<file path="config.mk">
export PLATFORM = sky130hd
export DESIGN_NAME = keccak_perm_ctrl
export DESIGN_NICKNAME = d
export VERILOG_FILES = /design/src/rtl/keccak_perm_ctrl.sv
export SDC_FILE = /design/constraint.sdc
export NUM_CORES = 1
export LEC_CHECK = 0
export CAP_MARGIN = 0
export CELL_PAD_IN_SITES_DETAIL_PLACEMENT = 0
export CELL_PAD_IN_SITES_GLOBAL_PLACEMENT = 1
export CORE_ASPECT_RATIO = 1.4
export CORE_MARGIN = 2
export CORE_UTILIZATION = 38
export CTS_BUF_LIST = sky130_fd_sc_hd__clkbuf_4 sky130_fd_sc_hd__clkbuf_8
export CTS_CLUSTER_DIAMETER = 60
export DETAILED_ROUTE_END_ITERATION = 8
export PLACE_DENSITY = 0.94
export SETUP_SLACK_MARGIN = 0.2
export SYNTH_ARGS = -nofsm -noshare
export SYNTH_HDL_FRONTEND = slang
export SYNTH_SLANG_ARGS = --single-unit
</file>
<file path="constraint.sdc">
create_clock -name clk -period 2.3 [get_ports clk]
set_input_delay 0.345 -clock clk [delete_from_list [all_inputs] [get_ports clk]]
set_output_delay 0.345 -clock clk [all_outputs]
set_load 0.005 [all_outputs]
</file>
<file path="src/rtl/keccak_perm_ctrl.sv">
// Control FSM for the Keccak-f[1600] sponge core: sequences state clear, absorb XOR,
// round stepping (optionally unrolled) and multi-block squeeze with valid/ready handshakes.
module keccak_perm_ctrl #(
    parameter int unsigned NUM_ROUNDS       = 24,
    parameter int unsigned ROUNDS_PER_CYCLE = 1,
    parameter int unsigned OUT_BLOCKS_W     = 16,
    parameter int unsigned ROUND_IDX_W      = 5
) (
    input  logic                    clk,
    input  logic                    rst_n,
    input  logic                    start_i,
    input  logic [1:0]              mode_i,
    input  logic [OUT_BLOCKS_W-1:0] out_blocks_i,
    input  logic                    in_valid_i,
    input  logic                    in_last_i,
    output logic                    in_ready_o,
    input  logic                    out_ready_i,
    output logic                    out_valid_o,
    output logic                    out_last_o,
    output logic                    state_reset_o,
    output logic                    absorb_en_o,
    output logic                    round_en_o,
    output logic [ROUND_IDX_W-1:0]  round_idx_o,
    output logic [1:0]              rate_sel_o,
    output logic                    busy_o,
    output logic                    done_o
);

    typedef enum logic [1:0] {
        StIdle    = 2'd0,
        StWaitIn  = 2'd1,
        StPerm    = 2'd2,
        StWaitOut = 2'd3
    } state_e;

    localparam logic [ROUND_IDX_W-1:0]  Step    = ROUND_IDX_W'(ROUNDS_PER_CYCLE);
    localparam logic [ROUND_IDX_W-1:0]  LastCnt = ROUND_IDX_W'(NUM_ROUNDS - ROUNDS_PER_CYCLE);
    localparam logic [OUT_BLOCKS_W-1:0] OneBlk  = OUT_BLOCKS_W'(1);

    state_e                  state_q, state_d;
    logic [ROUND_IDX_W-1:0]  cnt_q, cnt_d;
    logic [OUT_BLOCKS_W-1:0] rem_q, rem_d;
    logic                    last_q, last_d;
    logic [1:0]              rate_q, rate_d;

    logic in_ready, absorb_en, out_valid, out_last, done, state_reset, round_en;

    // Next-state logic and Mealy strobes.
    always_comb begin
        state_d     = state_q;
        cnt_d       = cnt_q;
        rem_d       = rem_q;
        last_d      = last_q;
        rate_d      = rate_q;
        in_ready    = 1'b0;
        absorb_en   = 1'b0;
        out_valid   = 1'b0;
        out_last    = 1'b0;
        done        = 1'b0;
        state_reset = 1'b0;
        round_en    = 1'b0;
        unique case (state_q)
            StIdle: begin
                if (start_i) begin
                    state_reset = 1'b1;
                    rate_d      = mode_i;
                    // SHA3 modes have a fixed single-block digest; zero request means one block.
                    if (mode_i[1] || (out_blocks_i == '0)) begin
                        rem_d = OneBlk;
                    end else begin
                        rem_d = out_blocks_i;
                    end
                    state_d = StWaitIn;
                end
            end
            StWaitIn: begin
                if (in_valid_i) begin
                    in_ready  = 1'b1;
                    absorb_en = 1'b1;
                    last_d    = in_last_i;
                    cnt_d     = '0;
                    state_d   = StPerm;
                end
            end
            StPerm: begin
                round_en = 1'b1;
                if (cnt_q == LastCnt) begin
                    cnt_d   = '0;
                    // last_q stays set through squeezing, so squeezes return to WAIT_OUT.
                    state_d = last_q ? StWaitOut : StWaitIn;
                end else begin
                    cnt_d = cnt_q + Step;
                end
            end
            StWaitOut: begin
                if (out_ready_i) begin
                    out_valid = 1'b1;
                    if (rem_q == OneBlk) begin
                        out_last = 1'b1;
                        done     = 1'b1;
                        state_d  = StIdle;
                    end else begin
                        rem_d   = rem_q - OneBlk;
                        state_d = StPerm;
                    end
                end
            end
            default: state_d = StIdle;
        endcase
    end

    // State and counter registers.
    always_ff @(posedge clk or negedge rst_n) begin
        if (!rst_n) begin
            state_q <= StIdle;
            cnt_q   <= '0;
            rem_q   <= '0;
            last_q  <= 1'b0;
            rate_q  <= 2'd0;
        end else begin
            state_q <= state_d;
            cnt_q   <= cnt_d;
            rem_q   <= rem_d;
            last_q  <= last_d;
            rate_q  <= rate_d;
        end
    end

    // Input-dependent strobes are gated so every output is 0 while reset is held.
    assign in_ready_o    = rst_n & in_ready;
    assign absorb_en_o   = rst_n & absorb_en;
    assign out_valid_o   = rst_n & out_valid;
    assign out_last_o    = rst_n & out_last;
    assign done_o        = rst_n & done;
    assign state_reset_o = rst_n & state_reset;
    assign round_en_o    = round_en;
    assign round_idx_o   = round_en ? cnt_q : '0;
    assign rate_sel_o    = rate_q;
    assign busy_o        = (state_q != StIdle);

endmodule
</file>
==> out/results.tsv <==
metric	value	unit
CTS Buf Count	3	
critical path arrival	1.69	ns
Die H	82.6	microns
syn_area_per_cell	8.46	sq um
final setup vio count	0	
Placed Instances	299	
DR DRC count	0	
drt wl/cell	14.8	microns
RSZ-0062 raised after global routing	yes	
DIE AREA	4960	sq um
gp weighted congestion	0.872	
ANT cells	0	
core footprint	4240	sq um
clock slew at reported path FFs	0.10	ns
Layout Cells excl Fill	317	
multiplexer share of the synthesized area	0.0269	
Hold Vio Cnt, Final	0	
post-layout instance area	2430	sq um
XOR/XNOR Fraction of Synth Area	0.00523	
commonest non-fill, non-tap cell in the layout	clkdlybuf4s50_1	
Max FO, Critical Path	8	
Netlist cell types	42	
initial antenna violation count	0	
Placed Area	2180	sq um
Clock Skews	0.00305	ns
Mapped Nets	225	
fmax	0.491	GHz
initial drt markers	80	
Clk Latency, worst-skew pair	0.28	ns
Final Core Density	0.573	
Slew Viols, Final	0	
Max Cap Violations	0	
Root Buffer Master	clkbuf_8	
worst slew pin tran	0.398	ns
Post-Synth Adder-Cell Area	0.0224	
Hold Crit Class	input port to asynchronous set/reset pin	
Row Count	28	
Crit. End Element	output port	
CTS max path bufs	2	
largest net degree at the start of global routing	33	
worst hold margin	0.465	ns
Critical Path RT	1.96	ns
Area Overhead vs Synth	45.0	%
clock tree sinks	26	
vias in the first global route	1642	
Syn Inst Count	198	
Total Nets Final	285	
H-tree depth	1	
type of origin of the critical path	flip-flop	
period utilisation layout	0.885	
Post-DRT Antenna Nets	0	
relative slew slack	0.732	
Yosys reg bits	26	
DR vias	1727	
Seq/Total Area, Yosys	0.388	
share of layout cells above drive strength 1	0.222	
Yosys warning total	0	
via-per-instance ratio	5.45	
Final HPWL DP	3.24	mm
Final min period	2.04	ns
final wirelength	4.71	mm
GR Overflow Total	0	
IO buf count	38	
Ports	39	
first-pass GRT wire length	7.45	mm
TritonCTS clock tree	done	
initial core utilization	0.395	
most frequent cells in the layout	clkdlybuf4s50_1 (36), buf_4 (25), dfrtp_1 (23)	
1st-pass router iterations	4	
largest family of logic cells by synthesized area	simple AND/OR/NAND/NOR gates	
pwr/cell area	1240	nW/um^2
Compound-Gate Fraction of Synth Area	0.226	
Cell Area, Synth	1680	sq um
Setup CP Type	flip-flop to output port	
outcome	finished, final reports clean	
Die W	60.1	microns
all-layer global routing usage	0.196	
Worst VDD drop	715	uV
area share of and/or/nand/nor cells after synthesis	0.278	
setup TNS	0	ns
leakage	1.01	nW
-- cell usage after synthesis --
master    count  area share
nand2_2       1      0.0037
o31ai_1       1      0.0045
buf_2         9       0.027
nand4b_1      1      0.0052
nor4b_4       1       0.014
o31a_1        1      0.0052
or2_2         2      0.0075
nor4_2        2       0.015
nand3_1       4       0.012
o21a_1        2      0.0090
a221oi_1      1      0.0052
and2_1        8       0.030
o21ai_2       1      0.0052
nor4_1        6       0.022
nand2b_1      1      0.0037
inv_1         7       0.016
xor2_1        1      0.0052
and3_1        2      0.0075
a211o_1       1      0.0052
nor2_1       23       0.052
a32oi_1       4       0.021
a21oi_1      13       0.039
a211oi_1      1      0.0045
o21ai_0      20       0.060
nor4_4        1       0.013
o21ai_1      11       0.033
ha_1          3       0.022
nor3_1        6       0.018
a31oi_1       2      0.0075
and2_0        1      0.0037
or4b_4        1      0.0082
mux4_2        1       0.013
a21o_1        2      0.0090
dfrtp_1      26        0.39
nor3b_1       2      0.0090
nand2_1      14       0.031
clkbuf_1      1      0.0022
nand4_1       3       0.011
a22oi_1       4       0.018
buf_4         2      0.0090
nor2b_1       3       0.011
mux2_2        2       0.013
-- power breakdown --
| group | switching [W] | internal, W | total [W] |
|---|---|---|---|
| logic | 0.000824 | 0.000889 | 0.00171 |
| registers | 0.000248 | 0.000667 | 0.000915 |
| clock network | 0.000162 | 0.000233 | 0.000395 |
-- metrics by stage --
stage | worst slack [ns] | power (W)
2_1_floorplan | 0.405 | 0.00177
3_3_place_gp | 0.176 | 0.00231
3_5_place_dp | 0.121 | 0.00233
4_1_cts | 0.201 | 0.00281
5_1_grt | 0.165 | 0.00326
6_report | 0.264 | 0.00302
-- registers in the layout, summed over array words and instances, names as in the netlist --
| signal | count |
|---|---|
| cnt_q | 5 |
| last_q | 1 |
| rate_sel_o | 2 |
| rem_q | 16 |
| state_q | 2 |
-- metal layers --
metal	track usage	vias to the layer above	wire (microns)
li1	-	834	-
met1	0.229	805	1830
met2	0.340	71	2440
met3	0.0327	17	286
met4	0.0978	0	144
met5	0	-	0
-- timing repair --
| item | in CTS | in global routing |
|---|---|---|
| resized for setup | 10 | 14 |
| buffers inserted | 4 | 9 |
| cloned | 0 | 1 |
| pin swaps | 2 | 4 |
| setup endpoints to repair | 12 | 17 |
| hold buffers | 0 | 0 |
-- final timing paths --
check                      startpoint          end  slack (ns)  cells past startpoint
min reg2reg                    last_q       last_q        0.49                      2
min                             rst_n     rem_q[9]        0.47                      2
min in group clk               last_q       last_q        0.49                      2
max in group asynchronous       rst_n     rem_q[6]        1.60                      3
max reg2reg                  rem_q[1]    rem_q[14]        0.31                      8
max                        state_q[1]  absorb_en_o        0.26                      4
-- cell type report --
class                   count  area (sq um)
fillers                   407          1810
multi-input cells         153           992
flip-flops and latches     26           654
repair buffers             67           611
well taps                  60          75.1
clock buffers               3          41.3
clock inverters             1          30.0
inverters                   7          26.3
-- cell families after synthesis --
| group | Yosys count |
|---|---|
| AND/OR/NAND/NOR | 82 |
| AO/OA/AOI/OAI | 64 |
| flip-flops | 26 |
| buffers and inverters | 19 |
| multiplexers | 3 |
| adder cells (fa/ha/maj) | 3 |
| XOR/XNOR | 1 |
-- worst max-delay path, cell delays in order (launching register included) --
cell             delay [ns]
dfrtp_2                0.46
buf_4                  0.16
nor2_1                 0.13
and2_1                 0.16
clkdlybuf4s50_1        0.50
(Power assumes the default switching activity.)
